$ cat config.mk
export PLATFORM = sky130hd
export DESIGN_NAME = umni_leitor_sensores
export DESIGN_NICKNAME = d
export VERILOG_FILES = /design/src/rtl/umni_pkg.sv /design/src/rtl/umni_rx_bit.sv /design/src/rtl/umni_leitor_sensores.sv
export SDC_FILE = /design/constraint.sdc
export NUM_CORES = 1
export LEC_CHECK = 0
export CORE_MARGIN = 2
export CORE_UTILIZATION = 52
export CTS_BUF_LIST = sky130_fd_sc_hd__clkbuf_16
export DETAILED_ROUTE_END_ITERATION = 8
export PLACE_DENSITY_LB_ADDON = 0.1
export SLEW_MARGIN = 10
export SYNTH_ARGS = -nofsm -noshare
export SYNTH_HDL_FRONTEND = slang
export SYNTH_SLANG_ARGS = --single-unit
$ cat constraint.sdc
create_clock -name clock_geral -period 2.7 [get_ports clock_geral]
set_input_delay 0.54 -clock clock_geral [delete_from_list [all_inputs] [get_ports clock_geral]]
set_output_delay 0.54 -clock clock_geral [all_outputs]
set_load 0.02 [all_outputs]
$ cat src/rtl/umni_pkg.sv
// umni_pkg: definitions shared by the UMNI sensor reader.
//   estado_t    - reader FSM states
//   UMIDADE_MAX - ceiling applied to received humidity values
//   IDX_W       - width of the sensor index / sensor_sel
//   satura()    - clamps a received 7-bit value to UMIDADE_MAX
package umni_pkg;

  localparam int unsigned UMIDADE_MAX = 100;
  localparam int unsigned IDX_W       = 2;

  typedef enum logic [3:0] {
    OCIOSO,
    REQUISITA,
    ESPERA_START,
    START,
    DADOS,
    PARIDADE,
    STOP,
    ARMAZENA,
    FALHA,
    PROXIMO
  } estado_t;

  function automatic logic [6:0] satura(input logic [6:0] v);
    return (v > 7'(UMIDADE_MAX)) ? 7'(UMIDADE_MAX) : v;
  endfunction

endpackage

$ cat src/rtl/umni_rx_bit.sv
// umni_rx_bit: serial line conditioning for the UMNI sensor reader.
//   i_clk, i_rst_n - clock, asynchronous active-low reset
//   i_linha        - raw shared serial line (asynchronous, idle high)
//   i_carrega      - start-bit falling edge accepted: arm the half-bit timer
//   i_ativo        - frame in progress: let the sample timer run
//   o_linha        - line after the 2-flop synchronizer (reset to 1)
//   o_queda        - one-cycle strobe on a synchronized falling edge
//   o_amostra      - one-cycle mid-bit sample strobe
module umni_rx_bit
  import umni_pkg::*;
#(
  parameter int unsigned BIT_CICLOS = 50
) (
  input  logic i_clk,
  input  logic i_rst_n,
  input  logic i_linha,
  input  logic i_carrega,
  input  logic i_ativo,
  output logic o_linha,
  output logic o_queda,
  output logic o_amostra
);

  localparam int unsigned CW = $clog2(BIT_CICLOS);
  localparam logic [CW-1:0] MEIO_BIT  = CW'(BIT_CICLOS / 2 - 1);
  localparam logic [CW-1:0] BIT_TOTAL = CW'(BIT_CICLOS - 1);

  logic          r_sinc1;
  logic          r_sinc2;
  logic          r_sinc_ant;
  logic [CW-1:0] r_cont;

  always_ff @(posedge i_clk or negedge i_rst_n) begin
    if (!i_rst_n) begin
      r_sinc1    <= 1'b1;
      r_sinc2    <= 1'b1;
      r_sinc_ant <= 1'b1;
    end else begin
      r_sinc1    <= i_linha;
      r_sinc2    <= r_sinc1;
      r_sinc_ant <= r_sinc2;
    end
  end

  // First tick lands half a bit after the start edge, then one per bit,
  // so every sample sits in the middle of its bit.
  always_ff @(posedge i_clk or negedge i_rst_n) begin
    if (!i_rst_n) begin
      r_cont <= '0;
    end else if (i_carrega) begin
      r_cont <= MEIO_BIT;
    end else if (i_ativo) begin
      r_cont <= (r_cont == '0) ? BIT_TOTAL : r_cont - 1'b1;
    end
  end

  assign o_linha   = r_sinc2;
  assign o_queda   = r_sinc_ant & ~r_sinc2;
  assign o_amostra = i_ativo && (r_cont == '0);

endmodule

$ cat src/rtl/umni_leitor_sensores.sv
// umni_leitor_sensores: polls the four UMNI humidity sensors over one shared
// single-wire line and keeps the last good value of each.
//   clock_geral, reset_geral_n - clock, asynchronous active-low reset
//   iniciar_varredura          - one-cycle pulse, starts a scan when idle
//   sensor_dado                - shared serial line (async, idle high)
//   sensor_req, sensor_sel     - request pulse and address of the polled sensor
//   sensor1..sensor4           - last good humidity (clamped to 100)
//   amostra_valida             - one-cycle pulse at the end of each scan
//   erro_sensor                - per-sensor error flags of the last scan
//   ocupado                    - high while a scan is in progress
// Frame: start 0, 7 data bits LSB first, even parity, stop 1.
// Macro UMNI_PARIDADE_EN: when defined, a parity mismatch marks the sensor
// as failed (after the stop bit); otherwise the parity bit is discarded.
module umni_leitor_sensores
  import umni_pkg::*;
#(
  parameter int unsigned BIT_CICLOS        = 50,
  parameter int unsigned TIMEOUT_CICLOS    = 2000,
  parameter int unsigned PERIODO_VARREDURA = 100000
) (
  input  logic             clock_geral,
  input  logic             reset_geral_n,
  input  logic             iniciar_varredura,
  input  logic             sensor_dado,
  output logic             sensor_req,
  output logic [IDX_W-1:0] sensor_sel,
  output logic [6:0]       sensor1,
  output logic [6:0]       sensor2,
  output logic [6:0]       sensor3,
  output logic [6:0]       sensor4,
  output logic             amostra_valida,
  output logic [3:0]       erro_sensor,
  output logic             ocupado
);

  localparam int unsigned TW = (TIMEOUT_CICLOS > 1) ? $clog2(TIMEOUT_CICLOS) : 1;
  localparam logic [TW-1:0] TIMEOUT_ULT = (TIMEOUT_CICLOS > 1) ? TW'(TIMEOUT_CICLOS - 1) : '0;
  localparam int unsigned PW = (PERIODO_VARREDURA > 1) ? $clog2(PERIODO_VARREDURA) : 1;
  localparam logic [PW-1:0] PERIODO_ULT = (PERIODO_VARREDURA > 1) ? PW'(PERIODO_VARREDURA - 1) : '0;

  estado_t          r_estado;
  estado_t          w_prox;
  logic [IDX_W-1:0] r_indice;
  logic [TW-1:0]    r_cont_to;
  logic [6:0]       r_dado;
  logic [2:0]       r_nbits;
  logic [3:0]       r_acc;
  logic [6:0]       r_sensor [4];
  logic             r_req;
  logic             r_valida;
  logic             r_ocupado;
  logic [3:0]       r_erro;
  logic [PW-1:0]    r_periodo;

  logic w_linha;
  logic w_queda;
  logic w_amostra;
  logic w_ativo;
  logic w_carrega;
  logic w_gatilho;
  logic w_periodo_fim;
  logic w_fim_varredura;
  logic w_par_falha;

  assign w_ativo   = r_estado inside {START, DADOS, PARIDADE, STOP};
  assign w_carrega = (r_estado == ESPERA_START) && w_queda;

  umni_rx_bit #(
    .BIT_CICLOS(BIT_CICLOS)
  ) u_rx_bit (
    .i_clk     (clock_geral),
    .i_rst_n   (reset_geral_n),
    .i_linha   (sensor_dado),
    .i_carrega (w_carrega),
    .i_ativo   (w_ativo),
    .o_linha   (w_linha),
    .o_queda   (w_queda),
    .o_amostra (w_amostra)
  );

  assign w_periodo_fim   = (PERIODO_VARREDURA != 0) && (r_periodo == PERIODO_ULT);
  assign w_gatilho       = iniciar_varredura || w_periodo_fim;
  assign w_fim_varredura = (r_estado == PROXIMO) && (r_indice == '1);

`ifdef UMNI_PARIDADE_EN
  logic r_par_erro;

  // Mismatch is only acted on at the stop bit, keeping the line aligned.
  always_ff @(posedge clock_geral or negedge reset_geral_n) begin
    if (!reset_geral_n) begin
      r_par_erro <= 1'b0;
    end else if (r_estado == ESPERA_START) begin
      r_par_erro <= 1'b0;
    end else if ((r_estado == PARIDADE) && w_amostra) begin
      r_par_erro <= ^{r_dado, w_linha};
    end
  end

  assign w_par_falha = r_par_erro;
`else
  assign w_par_falha = 1'b0;
`endif

  always_ff @(posedge clock_geral or negedge reset_geral_n) begin
    if (!reset_geral_n) begin
      r_estado <= OCIOSO;
    end else begin
      r_estado <= w_prox;
    end
  end

  always_comb begin
    w_prox = r_estado;
    unique case (r_estado)
      OCIOSO:       if (w_gatilho) w_prox = REQUISITA;
      REQUISITA:    w_prox = ESPERA_START;
      ESPERA_START: begin
        if (w_queda) begin
          w_prox = START;
        end else if (r_cont_to == TIMEOUT_ULT) begin
          w_prox = FALHA;
        end
      end
      START:        if (w_amostra) w_prox = w_linha ? FALHA : DADOS;
      DADOS:        if (w_amostra && (r_nbits == 3'd6)) w_prox = PARIDADE;
      PARIDADE:     if (w_amostra) w_prox = STOP;
      STOP: begin
        if (w_amostra) begin
          w_prox = (!w_linha || w_par_falha) ? FALHA : ARMAZENA;
        end
      end
      ARMAZENA:     w_prox = PROXIMO;
      FALHA:        w_prox = PROXIMO;
      PROXIMO:      w_prox = (r_indice == '1) ? OCIOSO : REQUISITA;
      default:      w_prox = OCIOSO;
    endcase
  end

  // Sensor value is written on the stop-bit sample itself so it shows up
  // the cycle after; ARMAZENA only sequences to the next sensor.
  // Flag outputs are registered from the next state so they line up with it.
  always_ff @(posedge clock_geral or negedge reset_geral_n) begin
    if (!reset_geral_n) begin
      r_indice  <= '0;
      r_cont_to <= '0;
      r_dado    <= '0;
      r_nbits   <= '0;
      r_acc     <= '0;
      r_req     <= 1'b0;
      r_valida  <= 1'b0;
      r_ocupado <= 1'b0;
      r_erro    <= '0;
      r_periodo <= '0;
      for (int unsigned i = 0; i < 4; i++) begin
        r_sensor[i] <= '0;
      end
    end else begin
      r_req     <= (w_prox == REQUISITA);
      r_ocupado <= (w_prox != OCIOSO);
      r_valida  <= w_fim_varredura;

      if ((PERIODO_VARREDURA == 0) || w_periodo_fim) begin
        r_periodo <= '0;
      end else begin
        r_periodo <= r_periodo + 1'b1;
      end

      r_cont_to <= (r_estado == ESPERA_START) ? r_cont_to + 1'b1 : '0;

      case (r_estado)
        OCIOSO: begin
          if (w_gatilho) begin
            r_indice <= '0;
            r_acc    <= '0;
          end
        end
        ESPERA_START: r_nbits <= '0;
        DADOS: begin
          if (w_amostra) begin
            r_dado  <= {w_linha, r_dado[6:1]};
            r_nbits <= r_nbits + 1'b1;
          end
        end
        STOP: begin
          if (w_prox == ARMAZENA) begin
            r_sensor[r_indice] <= satura(r_dado);
          end
        end
        FALHA: r_acc[r_indice] <= 1'b1;
        PROXIMO: begin
          if (w_fim_varredura) begin
            r_erro <= r_acc;
          end else begin
            r_indice <= r_indice + 1'b1;
          end
        end
        default: ;
      endcase
    end
  end

  assign sensor_req     = r_req;
  assign sensor_sel     = r_indice;
  assign sensor1        = r_sensor[0];
  assign sensor2        = r_sensor[1];
  assign sensor3        = r_sensor[2];
  assign sensor4        = r_sensor[3];
  assign amostra_valida = r_valida;
  assign erro_sensor    = r_erro;
  assign ocupado        = r_ocupado;

endmodule

# [Yosys cells after proc, flatten, opt, wreduce, memory -nomap -nowiden]
# Cells that the tools add are included.
[classes] addsub=5 order_cmp=5 eq_ne=18 n_mux=29 bitwise_logic=4 reduce_logical=22
[op_table] operator="4-bit two-way mux" n=10
[op_table] operator="4-bit case mux with 9 select lines" n=1
[op_table] operator="28-bit bitwise mux" n=1
[op_table] operator="4-bit by 3-bit == test with 1-bit output (second input constant)" n=5
[op_table] operator="6-bit two-way mux" n=3
[op_table] operator="17-bit by 1-bit adder with 17-bit output (second input constant)" n=1
[op_table] operator="17-bit == test (second input constant)" n=1
[op_table] operator="17-bit two-way mux" n=1
[op_table] operator="7-bit demux with 2-bit select" n=1
[op_table] operator="7-bit two-way mux" n=2
[op_table] operator="11-bit by 1-bit adder with 11-bit output (second input constant)" n=1
[op_table] operator="11-bit == test (second input constant)" n=1
[op_table] operator="11-bit two-way mux" n=1
[op_table] operator="2-bit AND reduction" n=5
[op_table] operator="4-bit by 1-bit == test with 1-bit output (second input constant)" n=2
[op_table] operator="4-bit by 2-bit == test with 1-bit output (second input constant)" n=2
[op_table] operator="4-bit == test (second input constant)" n=2
[op_table] operator="4-bit case mux with 2 select lines" n=1
[op_table] operator="2-bit nonzero test" n=4
[op_table] operator="4-bit nonzero test" n=2
[op_table] operator="7-bit greater-than comparator (second input constant)" n=1
[op_table] operator="1-bit logical AND" n=6
[op_table] operator="6-bit logical NOT" n=1
[op_table] operator="2-bit inequality test (second input constant)" n=3
[op_table] operator="other kinds (23)" n=25
[totals] ff_bits=92 input_bits=4 output_inout_bits=37 elab_cells=102

# [Longest topological paths before layout]
# Gate-level depths: netlist (run 1).
[depth] ltp_word=8 ltp_mapped=9 ltp_nobuf=8

# [Hierarchy]
# Synthesis (run 1) repeated with hierarchy kept, for this count alone.
[unflattened] hier_cells=353 hier_area_um2=4404.2
[by_module_without_submodules] mod="umni_leitor_sensores" n_inst=1 cells_each=315 area_each_um2=3967.6 seq_area_each_um2=2077.0
[by_module_without_submodules] mod="umni_rx_bit" n_inst=1 cells_each=38 area_each_um2=436.7 seq_area_each_um2=229.0

# [Worst setup path after synthesis (run 1)]
# Ideal clock, no wire load.
[synth_timing] path_type="flip-flop to flip-flop" start="reg u_rx_bit.r_cont[0]" end="reg r_ocupado (netlist: ocupado)" setup_time_ns=0.146 arrival_time_ns=2.024 required_ns=2.554 slack_ns=0.530 stages_incl_launch_ff=8 path_buffers=0 synth_period_minus_slack_ns=2.170 path_cell_list="dfrtp_1 inv_1 ha_1 nor3b_2 nand2_1 a41oi_1 nand3_1 or4_2"
[synth_between] elab_chain_cells=6 elab_cells_between_ends=9 cone_classes="mux: 5; reduce/logical: 4"
[synth_lines] element="from (decl)" line_no="umni_rx_bit.sv:31" text="logic [CW-1:0] r_cont;"
[synth_lines] element="from (signal assigned)" line_no="umni_rx_bit.sv:53" text="r_cont <= (r_cont == '0) ? BIT_TOTAL : r_cont - 1'b1;"
[synth_lines] element="6-bit logical NOT (*)" line_no="umni_rx_bit.sv:59" text="assign o_amostra = i_ativo && (r_cont == '0);"
[synth_lines] element="1-bit logical AND (*)" line_no="umni_rx_bit.sv:59"
[synth_lines] element="1-bit logical AND" line_no="umni_leitor_sensores.sv:125" text="DADOS: if (w_amostra && (r_nbits == 3'd6)) w_prox = PARIDADE;"
[synth_lines] element="4-bit two-way mux" line_no="umni_leitor_sensores.sv:125"
[synth_lines] element="4-bit case mux with 9 select lines (*)" line_no="umni_leitor_sensores.sv:114" text="unique case (r_estado)"
[synth_lines] element="net w_prox[1]" line_no="umni_leitor_sensores.sv:42" text="estado_t w_prox;"
[synth_lines] element="4-bit nonzero test (*)" line_no="umni_leitor_sensores.sv:159" text="r_ocupado <= (w_prox != OCIOSO);"
[synth_lines] element="to (signal assigned)" line_no="umni_leitor_sensores.sv:159"
[synth_lines] element="to (decl)" line_no="umni_leitor_sensores.sv:51" text="logic r_ocupado;"
# Mark *: on every way through the listed nets, which the timed path passes. The rest lies on a longest branch.
# A chain may end at the register's enable or synchronous reset.

# [Final worst setup path (run 1)]
[layout_timing] start="reg u_rx_bit.r_cont[0]" end="reg r_sensor (netlist bit sensor1[5])"
[layout_between] elab_chain_cells=7 elab_cells_between_ends=10 cone_classes="eq/ne: 1; mux: 5; reduce/logical: 4"
[layout_lines] element="6-bit logical NOT (*)" line_no="umni_rx_bit.sv:59"
[layout_lines] element="1-bit logical AND (*)" line_no="umni_rx_bit.sv:59"
[layout_lines] element="1-bit logical AND" line_no="umni_leitor_sensores.sv:125"
[layout_lines] element="4-bit two-way mux" line_no="umni_leitor_sensores.sv:125"
[layout_lines] element="4-bit case mux with 9 select lines (*)" line_no="umni_leitor_sensores.sv:114"
[layout_lines] element="4-bit by 3-bit == test with 1-bit output (*)" line_no="umni_leitor_sensores.sv:185" text="if (w_prox == ARMAZENA) begin"
[layout_lines] element="2-bit AND reduction (no source line) (*)"
[layout_lines] element="to (signal, indexed assignment)" line_no="umni_leitor_sensores.sv:186" text="r_sensor[r_indice] <= satura(r_dado);"
[layout_lines] element="to (decl)" line_no="umni_leitor_sensores.sv:48" text="logic [6:0] r_sensor [4];"
# Mark *: on every way between the ends. The rest lies on a longest branch, timed or not.

==> qor.csv, run 1 <==
stage,metric,value,unit
die,Die W,93.9,um
grt,total global routing track utilization,19.6,%
placed_design,HPWL after DPL,5660,um
die,Starting Density,54.1,%
worst_setup_path,reg2reg end,sensor1[5],
worst_setup_path,worst path cell trace,inv_1 -> ha_1 -> nor3b_2 -> nand2_1 -> nor3_1 -> nand2_1 -> mux2_2,
synthesis,"EDFF count, synth",0,
detailed_routing,top sig layer,met4,
detailed_routing,DRC,0,
worst_setup_path,worst setup path endpoint,sensor1[5],
cts,Clock H-tree levels,3,
synthesis,syn_nets,408,
layout,Nets,453,
hold_path,worst hold path class,input pin to async pin,
detailed_routing,met3 wire length,337,um
timing,Final min period,2.44,ns
synthesis,mux share of post-synthesis cell area,4.02,%
timing,clock skew,0.00624,ns
cts,CTS resizes,0,
worst_setup_path,r2r setup slk,0.26,ns
status,status,"finished, final reports clean",
cts,Post-CTS Setup Bufs,0,
synthesis,Async SR Flop Fraction,100,%
layout,Antenna Cells,0,
die,core area,7770,um2
worst_setup_path,Worst EP arrival,2.65,ns
power,total chip power,3.57,mW
power,LEAKAGE,2.19,nW
cts,CTS Buf Count,9,
worst_setup_path,FF-to-FF Start,u_rx_bit.r_cont[0],
flow_run,# Max-Cap Violations,0,
timing,max frequency,410,MHz
timing,Final period util,90.4,%
cts,clock root buffer,clkbuf_16,
synthesis,Syn Area/Cell,10.7,um2
worst_setup_path,CP most frequent cell,nand2_1,
synthesis,most area-consuming cells after synthesis,"dfrtp_1 (53%), nand2_1 (5.5%), mux2_2 (4.0%)",
synthesis,Yosys Warn Count,0,
die,die area,8810,um2
synthesis,Post-Synth XOR/XNOR Area,4.80,%
grt,gr ovfl total,0,
worst_setup_path,critical path class,register to register,
power,Power Dens Cells,716,nW/um2
cts,TritonCTS clock tree,built,
timing,Setup TNS Final,0,ns
power,peak supply drop,0.435,mV
worst_setup_path,worst r2r path cells,7,
detailed_routing,drt wl/cell,14.4,um
worst_setup_path,CP max stage delay,0.44,ns
synthesis,Synth Area in Compound Gates,9.98,%
layout,fin util,64.2,%
detailed_routing,final WL,7860,um
layout,layout cell share with drive strength beyond 1,13.5,%
cts,Sink Count,92,
grt,largest net degree at the start of global routing,51,
grt,antenna violations before repair,0,
timing,"Hold Vio Cnt, Final",0,
placed_design,Port Buf Inserts,40,
synthesis,#FFs+latches synth,92,
synthesis,Synth top area share,53.0,%
timing,max_slew headroom,43.9,%
timing,Worst Max-Slew Pin Slew,0.830,ns
worst_setup_path,critical path's slowest cell,nor3_1,
synthesis,Post-Synthesis Cells,394,
synthesis,Post-Synth Simple-Gate Area,20.4,%
detailed_routing,Initial DRC Count,146,
timing,RSZ-0062 raised after global routing,no,
synthesis,"Seq/Total Area, Yosys",54.9,%
worst_setup_path,Critical Path Start Type,register,
detailed_routing,total number of vias,3022,
grt,first-pass GRT wire length,13800,um
die,Ports,41,
synthesis,largest family of logic cells by synthesized area,simple AND/OR/NAND/NOR gates,
worst_setup_path,Critical Path Start,u_rx_bit.r_cont[0],
cts,Clock Latency Late Sink,0.33,ns
placed_design,Final Wtd Congestion,0.839,
die,Rows,32,
synthesis,"Top FF cell, synth",dfrtp_1,
timing,final setup vio count,0,
synthesis,post-synthesis cell area,4200,um2
worst_setup_path,"Req. time, crit path",2.91,ns
detailed_routing,drt first pass iters,4,
worst_setup_path,Worst Path Max Fanout,12,
cts,Worst-path clk slew,0.07,ns
cts,maximum buffer depth of the clock tree,2,
worst_setup_path,crit path capture type,register,
die,die height,93.9,um
detailed_routing,vias per cell,5.53,
synthesis,count of cell types in the netlist,57,
synthesis,Adder-Cell Fraction of Synth Area,2.98,%
detailed_routing,DRT antenna net count,0,
layout,Area Overhead vs Synth,18.8,%
synthesis,Synth area leader,dfrtp_1,
cts,CTS Hold Bufs,0,
timing,Final Slew Violations,0,
detailed_routing,wire length on met2,3770,um
grt,vias in the first global route,2952,
detailed_routing,wl on met1,3690,um
## per-layer routing
layer	track usage, %	vias up
li1	-	1460
met1	27.3	1486
met2	32.1	70
met3	3.77	6
met4	4.71	0
met5	0	-
## cell usage in the layout, fill, tap and decap left out, types with 9 or more instances in the layout
master,n
clkbuf_16,9
dfrtp_1,89
mux2_2,15
xor2_1,10
inv_1,10
o21ai_0,31
a21oi_1,13
nand3_1,16
ha_1,10
xnor2_1,13
nor2_1,35
clkdlybuf4s50_1,39
nand2_1,62
## per-stage QoR
step	instances	setup slack (ns)	hold WS, ns	cell area (um2)
finish	546	0.260	0.233	4990
global route	546	0.0338	0.293	4990
CTS	546	0.305	0.260	4990
global placement	530	0.360	0.346	4700
detailed placement	530	0.308	0.349	4700
floorplan	394	0.530	0.244	4200
## sequential cells by signal, indices dropped and copies added (netlist names), 2 cells and up
register and count:
erro_sensor 4, r_nbits 3, r_dado 7, r_estado 4, sensor2 7, r_acc 4
u_rx_bit.r_cont 6, r_periodo 17, sensor1 7, r_cont_to 11, sensor_sel 2, sensor3 7
sensor4 7
## cell type report
class	count	area, um2
Clock inverter	7	57.6
Fill cell	636	2780
Tap cell	102	128
Sequential cell	92	2310
Multi-Input combinational cell	279	1770
Clock buffer	9	225
Inverter	10	37.5
Timing Repair Buffer	47	463
## report_power, final
group,leakage (nW),switching (mW),total (mW),internal [mW]
Sequential,1.24,0.113,1.59,1.48
Combinational,0.818,0.467,0.803,0.336
Clock,0.136,0.538,1.18,0.637
## cells in the mapped netlist, drive strengths merged, types with 2 or more instances
| cell type | instances |
|---|---|
| dfrtp | 89 |
| nand2 | 62 |
| nor2 | 35 |
| o21ai | 33 |
| nand3 | 16 |
| mux2 | 15 |
| a21oi | 13 |
| xnor2 | 13 |
| ha | 10 |
| inv | 10 |
| xor2 | 10 |
| clkbuf | 9 |
| nand4 | 7 |
| nor3 | 6 |
| nand2b | 5 |
| and3 | 4 |
| buf | 4 |
| a211oi | 3 |
| a31oi | 3 |
| dfstp | 3 |
| nand3b | 3 |
| nor3b | 3 |
| o22ai | 3 |
| a21o | 2 |
| and2b | 2 |
| and4 | 2 |
| nor2b | 2 |
| nor4 | 2 |
| nor4b | 2 |
| o31ai | 2 |
| or3 | 2 |
| or3b | 2 |
| or4 | 2 |
| or4b | 2 |
| or4bb | 2 |
## critical path: cells and delay by family (launching register included)
kind / cells / cell delay, ns
adders and majority gates: 1 / 0.15
buffers and inverters: 1 / 0.09
muxes: 1 / 0.36
and+or+nand+nor: 4 / 1.32
DFF: 1 / 0.40
## cells by family (layout without fill, tap and decap cells)
| family | after synthesis | in the layout |
|---|---|---|
| compound gates | 68 | 68 |
| xor+xnor | 23 | 23 |
| fa+ha+maj | 10 | 10 |
| buf+inv | 23 | 73 |
| flops | 92 | 92 |
| mux | 15 | 15 |
| simple gates | 163 | 163 |
## how the worst min path moves through the flow
| stage | from | endpoint | cells past startpoint |
|---|---|---|---|
| 2_1_floorplan | reset_geral_n | amostra_valida | 0 |
| 3_3_place_gp | u_rx_bit.r_sinc1 | u_rx_bit.o_linha | 0 |
| 3_5_place_dp | u_rx_bit.r_sinc1 | u_rx_bit.o_linha | 0 |
| 4_1_cts | reset_geral_n | sensor_sel[1] | 1 |
| 5_1_grt | reset_geral_n | sensor_sel[1] | 1 |
| 6_report | reset_geral_n | sensor_sel[1] | 1 |
Power figures use the tool's default switching activity.
==> run 2: changes to the inputs <==
--- a/config.mk
+++ b/config.mk
@@ -6,7 +6,7 @@
 export NUM_CORES = 1
 export LEC_CHECK = 0
 export CORE_MARGIN = 2
-export CORE_UTILIZATION = 52
+export CORE_UTILIZATION = 35
 export CTS_BUF_LIST = sky130_fd_sc_hd__clkbuf_16
 export DETAILED_ROUTE_END_ITERATION = 8
 export PLACE_DENSITY_LB_ADDON = 0.1
==> run 2 against run 1 <==
Effect of this change: core utilization decreased by 21 points; design area is 1.8% higher; register-to-register slack gained 0.02 ns; worst setup slack improved by 0.018 ns; clock skew grew 0.0036 ns; sequential power about the same; via count shrank 1.7%; sequential cell count did not move; fmax up 0.75%; non-clock buffer count rose by 4; combinational power shrank 1%; die area up 46%.
==> qor.csv, run 2 (synthesized netlist as in run 1, its figures left out) <==
stage,metric,value,unit,change
timing,max_slew headroom,34.6,%,-9.3 points
power,Combinational Power Share,21.9,%,-0.6 points
die,Starting Density,35.4,%,-19 points
layout,Antenna Cells,0,,unchanged
detailed_routing,DRC,0,,unchanged
layout,biggest regs,"r_periodo: 17 flops, r_cont_to: 11 flops",,
hold_path,Hold EP,u_rx_bit.o_linha,,
detailed_routing,Initial DRC Count,166,,+14%
layout,layout cell share with drive strength beyond 1,14.3,%,+0.77 points
worst_setup_path,critical path class,register to register,,
detailed_routing,DRT antenna net count,0,,unchanged
power,P_int,2.46,mW,+0.12%
timing,Final min period,2.42,ns,-0.0181 ns
die,Rows,40,,+25%
timing,final worst slack,0.278,ns,+0.0181 ns
worst_setup_path,Worst Path Max Fanout,6,,-6
power,switching component of the power,1.16,mW,+3.8%
timing,Final period util,89.7,%,-0.67 points
worst_setup_path,worst path cell trace,inv_1 -> ha_1 -> nor3b_2 -> nand2_1 -> a41oi_1 -> nand3_1 -> or4_2,,
layout,"commonest cells after routing, fill and taps aside","dfrtp_1 (89), nand2_1 (62), clkdlybuf4s50_1 (39)",,
die,Ports,41,,unchanged
layout,"commonest non-fill, non-tap cell in the layout",dfrtp_1,,
power,peak supply drop,0.332,mV,-24%
detailed_routing,drt first pass iters,4,,unchanged
worst_setup_path,"Req. time, crit path",2.91,ns,about the same
placed_design,HPWL after DPL,5920,um,+4.6%
timing,final setup vio count,0,,unchanged
die,Die W,114,um,+21%
timing,Worst Max-Slew Pin Slew,0.968,ns,+0.138 ns
detailed_routing,drt wl/cell,14.5,um,+0.47%
die,die height,114,um,+21%
power,LEAKAGE,2.21,nW,+0.94%
placed_design,placed cells,578,,+9.1%
grt,total global routing track utilization,14.6,%,-5.0 points
detailed_routing,final WL,8610,um,+9.5%
power,Flop pwr share,44.2,%,-0.4 points
worst_setup_path,worst r2r path cells,7,,unchanged
worst_setup_path,Worst EP arrival,2.64,ns,about the same
timing,max frequency,413,MHz,+0.75%
worst_setup_path,CP max stage delay,0.68,ns,+0.24 ns
cts,clock root buffer,clkbuf_16,,
cts,Post-CTS Setup Bufs,0,,unchanged
timing,Setup TNS Final,0,ns,unchanged
cts,Clock H-tree levels,3,,unchanged
worst_setup_path,Critical Path Start Type,register,,
hold_path,Hold Crit Depth,0,,
hold_path,worst hold path class,register to register,,
detailed_routing,total number of vias,2970,,-1.7%
worst_setup_path,r2r setup slk,0.28,ns,+0.02 ns
cts,Worst-path clk slew,0.07,ns,about the same
die,core area,11900,um2,+53%
power,Clk network pwr share,33.9,%,+1.0 points
timing,Final Slew Violations,0,,unchanged
cts,TritonCTS clock tree,built,,
die,die area,12900,um2,+46%
grt,largest net degree at the start of global routing,92,,+80%
layout,Area Overhead vs Synth,20.9,%,
layout,Largest Register,r_periodo,,
grt,first-pass GRT wire length,14700,um,+6.1%
worst_setup_path,crit path capture type,register,,
grt,antenna violations before repair,0,,unchanged
hold_path,worst min-delay path startpoint,u_rx_bit.r_sinc1,,
cts,CTS Buf Count,9,,unchanged
grt,vias in the first global route,2915,,-1.3%
power,Power Dens Cells,712,nW/um2,-0.54%
cts,Sink Count,92,,unchanged
cts,Clock Latency Late Sink,0.36,ns,+0.03 ns
power,total chip power,3.62,mW,+1.3%
timing,Hold WS,0.365,ns,+0.133 ns
layout,Nets,457,,+0.88%
detailed_routing,vias per cell,4.99,,-9.8%
grt,gr ovfl total,0,,unchanged
worst_setup_path,reg2reg end,ocupado,,
status,status,"finished, final reports clean",,
layout,Post-Layout Cell Count,595,,+9.0%
worst_setup_path,FF-to-FF Start,u_rx_bit.r_cont[0],,
placed_design,Port Buf Inserts,40,,unchanged
placed_design,dpl ws,0.340,ns,+0.0320 ns
layout,max reg flops,17,,unchanged
timing,RSZ-0062 raised after global routing,no,,
flow_run,# Max-Cap Violations,0,,unchanged
worst_setup_path,critical path's slowest cell,or4_2,,
placed_design,Final Wtd Congestion,0.787,,-6.2%
timing,clock skew,0.00981,ns,+0.00357 ns
cts,maximum buffer depth of the clock tree,2,,unchanged
power,switching share of power,32.1,%,+0.77 points
timing,"Hold Vio Cnt, Final",0,,unchanged
[run 2: metal layers]
layer / wire (um) / share of wire, % / global-route usage [%] / up-vias
met5: 0 / 0 / 0 / -
met4: 188 / 2.2 / 7.07 / 0
met3: 258 / 3.0 / 3.56 / 13
met2: 3850 / 45 / 20.9 / 33
met1: 4310 / 50 / 20.7 / 1448
li1: - / - / - / 1476
[run 2: final cells by class]
cell class                      count  area (um2)
Fill cell                        1123        6780
Clock inverter                      7        58.8
Tap cell                          147         184
Sequential cell                    92        2310
Clock buffer                        9         225
Inverter                           10        37.5
Timing Repair Buffer               51         495
Multi-Input combinational cell    279        1770
[run 2: what timing repair did]
action                    CTS  global route
hold endpoints to repair    1             0
hold buffers                1             0
gates resized for setup     0             0
[run 2: how the worst max path moves through the flow]
stage	from	end	slack, ns	depth (start not counted)
2_1_floorplan	u_rx_bit.r_cont[0]	ocupado	0.53	7
3_3_place_gp	u_rx_bit.r_cont[0]	sensor3[5]	0.37	8
3_5_place_dp	u_rx_bit.r_cont[0]	ocupado	0.34	7
4_1_cts	u_rx_bit.r_cont[0]	ocupado	0.31	7
5_1_grt	u_rx_bit.r_cont[0]	sensor3[6]	0.13	8
6_report	u_rx_bit.r_cont[0]	ocupado	0.28	7
[run 2: critical path, delay by kind of cell, from the launching register on]
family          cells  cell delay (ns)
compound gates      1             0.26
flops               1             0.40
simple gates        4             1.37
fa+ha+maj           1             0.15
buf+inv             1             0.09
[run 2: power by group through the flow]
| stage | registers [mW] | logic, mW | clock network, mW |
|---|---|---|---|
| 2_1_floorplan | 1.60 | 0.591 | 0 |
| 3_3_place_gp | 1.62 | 0.795 | 0 |
| 3_5_place_dp | 1.62 | 0.795 | 0 |
| 4_1_cts | 1.60 | 0.803 | 1.28 |
| 5_1_grt | 1.62 | 0.889 | 1.34 |
| 6_report | 1.60 | 0.791 | 1.23 |
[run 2: stage by stage]
stage | utilization [%] | instance area [um2]
2_1_floorplan | - | 4200
3_3_place_gp | 40.3 | 4780
3_5_place_dp | 40.3 | 4780
4_1_cts | 42.8 | 5080
5_1_grt | 42.8 | 5080
6_report | 42.8 | 5080
==> run 3: changes to the inputs <==
--- a/config.mk
+++ b/config.mk
@@ -5,6 +5,7 @@
 export SDC_FILE = /design/constraint.sdc
 export NUM_CORES = 1
 export LEC_CHECK = 0
+export CORE_ASPECT_RATIO = 1.25
 export CORE_MARGIN = 2
 export CORE_UTILIZATION = 35
 export CTS_BUF_LIST = sky130_fd_sc_hd__clkbuf_16
==> run 3 against run 2 <==
Effect of this change: core utilization up 0.90 points; count of clock-buffer cells in the layout did not move; critical path depth did not move; sequential cell count is the same; clock power increased by 5%; clock skew about the same; via count fell by 0.84%; global-route usage fell by 0.46 points; routed wire length shrank 1.8%; cell count increased by 2.0%; non-clock buffer count fell by 2; highest routed layer unchanged.
==> qor.csv, run 3 (synthesized netlist as in run 1, its figures left out) <==
stage,metric,value,unit,change
timing,max_slew headroom,38.2,%,+3.6 points
grt,gr ovfl total,0,,unchanged
placed_design,Post-DP Area,4790,um2,+0.21%
timing,Worst Max-Slew Pin Slew,0.914,ns,-0.0535 ns
layout,layout cell share with drive strength beyond 1,14.1,%,-0.16 points
detailed_routing,met3 wire length,252,um,-2.3%
detailed_routing,top sig layer,met4,,
worst_setup_path,Buffers & Inverters on Critical Path,1,,unchanged
detailed_routing,vias per cell,4.85,,-2.8%
timing,Final min period,2.47,ns,+0.0430 ns
worst_setup_path,worst r2r path cells,7,,unchanged
layout,Antenna Cells,0,,unchanged
detailed_routing,final WL,8460,um,-1.8%
timing,final setup vio count,0,,unchanged
cts,CTS Hold Bufs,0,,-1
worst_setup_path,crit path capture type,register,,
detailed_routing,DRT antenna net count,0,,unchanged
hold_path,worst hold path class,input pin to async pin,,
worst_setup_path,Critical Path Start Type,register,,
placed_design,Final Wtd Congestion,0.830,,+5.5%
timing,clock skew,0.00983,ns,+0.0000154 ns
detailed_routing,wire length on met2,4070,um,+5.7%
detailed_routing,drt wl/cell,13.9,um,-3.7%
layout,fin util,43.7,%,+0.90 points
die,Die W,102,um,-10%
cts,Clock H-tree levels,3,,unchanged
cts,CTS Buf Count,9,,unchanged
worst_setup_path,critical path's slowest cell,or4_2,,
timing,"Hold Vio Cnt, Final",0,,unchanged
layout,"commonest non-fill, non-tap cell in the layout",dfrtp_1,,
timing,Setup TNS Final,0,ns,unchanged
detailed_routing,total number of vias,2945,,-0.84%
detailed_routing,drt first pass iters,4,,unchanged
timing,Final period util,91.3,%,+1.6 points
grt,vias in the first global route,2869,,-1.6%
cts,maximum buffer depth of the clock tree,2,,unchanged
worst_setup_path,CP max stage delay,0.68,ns,about the same
cts,CTS resizes,0,,unchanged
flow_run,# Max-Cap Violations,0,,unchanged
layout,max reg flops,17,,unchanged
cts,Clock Latency Late Sink,0.34,ns,-0.02 ns
die,die area,12900,um2,about the same
timing,RSZ-0062 raised after global routing,no,,
grt,antenna violations before repair,0,,unchanged
detailed_routing,Initial DRC Count,109,,-34%
cts,Worst-path clk slew,0.07,ns,about the same
detailed_routing,wl on met1,3990,um,-7.5%
placed_design,Port Buf Inserts,40,,unchanged
power,peak supply drop,0.411,mV,+24%
power,LEAKAGE,2.21,nW,-0.15%
timing,Final Slew Violations,0,,unchanged
layout,biggest regs,"r_periodo: 17 flops, r_cont_to: 11 flops",,
layout,post-route cell area,5100,um2,+0.47%
detailed_routing,DRC,0,,unchanged
status,status,"finished, final reports clean",,
worst_setup_path,Worst Path Max Fanout,6,,unchanged
power,total chip power,3.67,mW,+1.4%
die,core area,11700,um2,-1.6%
cts,Sink Count,92,,unchanged
cts,TritonCTS clock tree,built,,
worst_setup_path,WP depth,7,,unchanged
worst_setup_path,"delay-heaviest family, CP",simple AND/OR/NAND/NOR gates,,
timing,max frequency,406,MHz,-1.7%
grt,first-pass GRT wire length,14400,um,-2.0%
grt,largest net degree at the start of global routing,64,,-30%
layout,Area Overhead vs Synth,21.5,%,
cts,clock root buffer,clkbuf_16,,
layout,Largest Register,r_periodo,,
worst_setup_path,"Req. time, crit path",2.91,ns,about the same
layout,Nets,455,,-0.44%
die,Ports,41,,unchanged
cts,Post-CTS Setup Bufs,0,,unchanged
grt,total global routing track utilization,14.1,%,-0.46 points
worst_setup_path,worst path cell trace,inv_1 -> ha_1 -> nor3b_2 -> nand2_1 -> a41oi_1 -> nand3_1 -> or4_2,,
die,Starting Density,36.0,%,+0.58 points
timing,final worst slack,0.235,ns,-0.0430 ns
placed_design,dpl ws,0.264,ns,-0.0758 ns
worst_setup_path,critical path class,register to register,,
placed_design,HPWL after DPL,6050,um,+2.1%
die,Rows,44,,+10%
layout,"commonest cells after routing, fill and taps aside","dfrtp_1 (89), nand2_1 (62), clkdlybuf4s50_1 (39)",,
power,Power Dens Cells,719,nW/um2,+0.93%
die,die height,126,um,+11%
worst_setup_path,Worst EP arrival,2.67,ns,+0.03 ns
## run 3: layer usage
metal | track usage (%) | vias up
met5 | 0 | -
met4 | 5.65 | 0
met3 | 3.14 | 12
met2 | 22.4 | 44
met1 | 18.8 | 1424
li1 | - | 1465
## run 3: area by class of cell
cell class,count,area [um2]
Fill cell,1139,6570
Sequential cell,92,2310
Multi-Input combinational cell,279,1770
Timing Repair Buffer,49,478
Clock buffer,9,225
Tap cell,161,201
Clock inverter,7,82.6
Inverter,10,37.5
## run 3: final timing paths
| path | end | start | slack (ns) |
|---|---|---|---|
| worst max-delay path | ocupado | u_rx_bit.r_cont[0] | 0.23 |
| worst min-delay path | amostra_valida | reset_geral_n | 0.12 |
| worst max register to register | ocupado | u_rx_bit.r_cont[0] | 0.23 |
| worst min register to register | u_rx_bit.o_linha | u_rx_bit.r_sinc1 | 0.36 |
| max in group asynchronous | u_rx_bit.r_sinc_ant | reset_geral_n | 1.86 |
| min in group clock_geral | u_rx_bit.o_linha | u_rx_bit.r_sinc1 | 0.36 |
## run 3: stage by stage
step | hold slack [ns] | std cells
finish | 0.124 | 607
global route | 0.146 | 607
CTS | 0.133 | 607
detailed placement | 0.351 | 591
global placement | 0.347 | 591
floorplan | 0.244 | 394
## run 3: power breakdown
| part | total (mW) | internal [mW] | switching (mW) |
|---|---|---|---|
| Sequential | 1.63 | 1.48 | 0.148 |
| Clock | 1.29 | 0.734 | 0.555 |
| Combinational | 0.751 | 0.319 | 0.432 |
| Total | 3.67 | 2.53 | 1.14 |
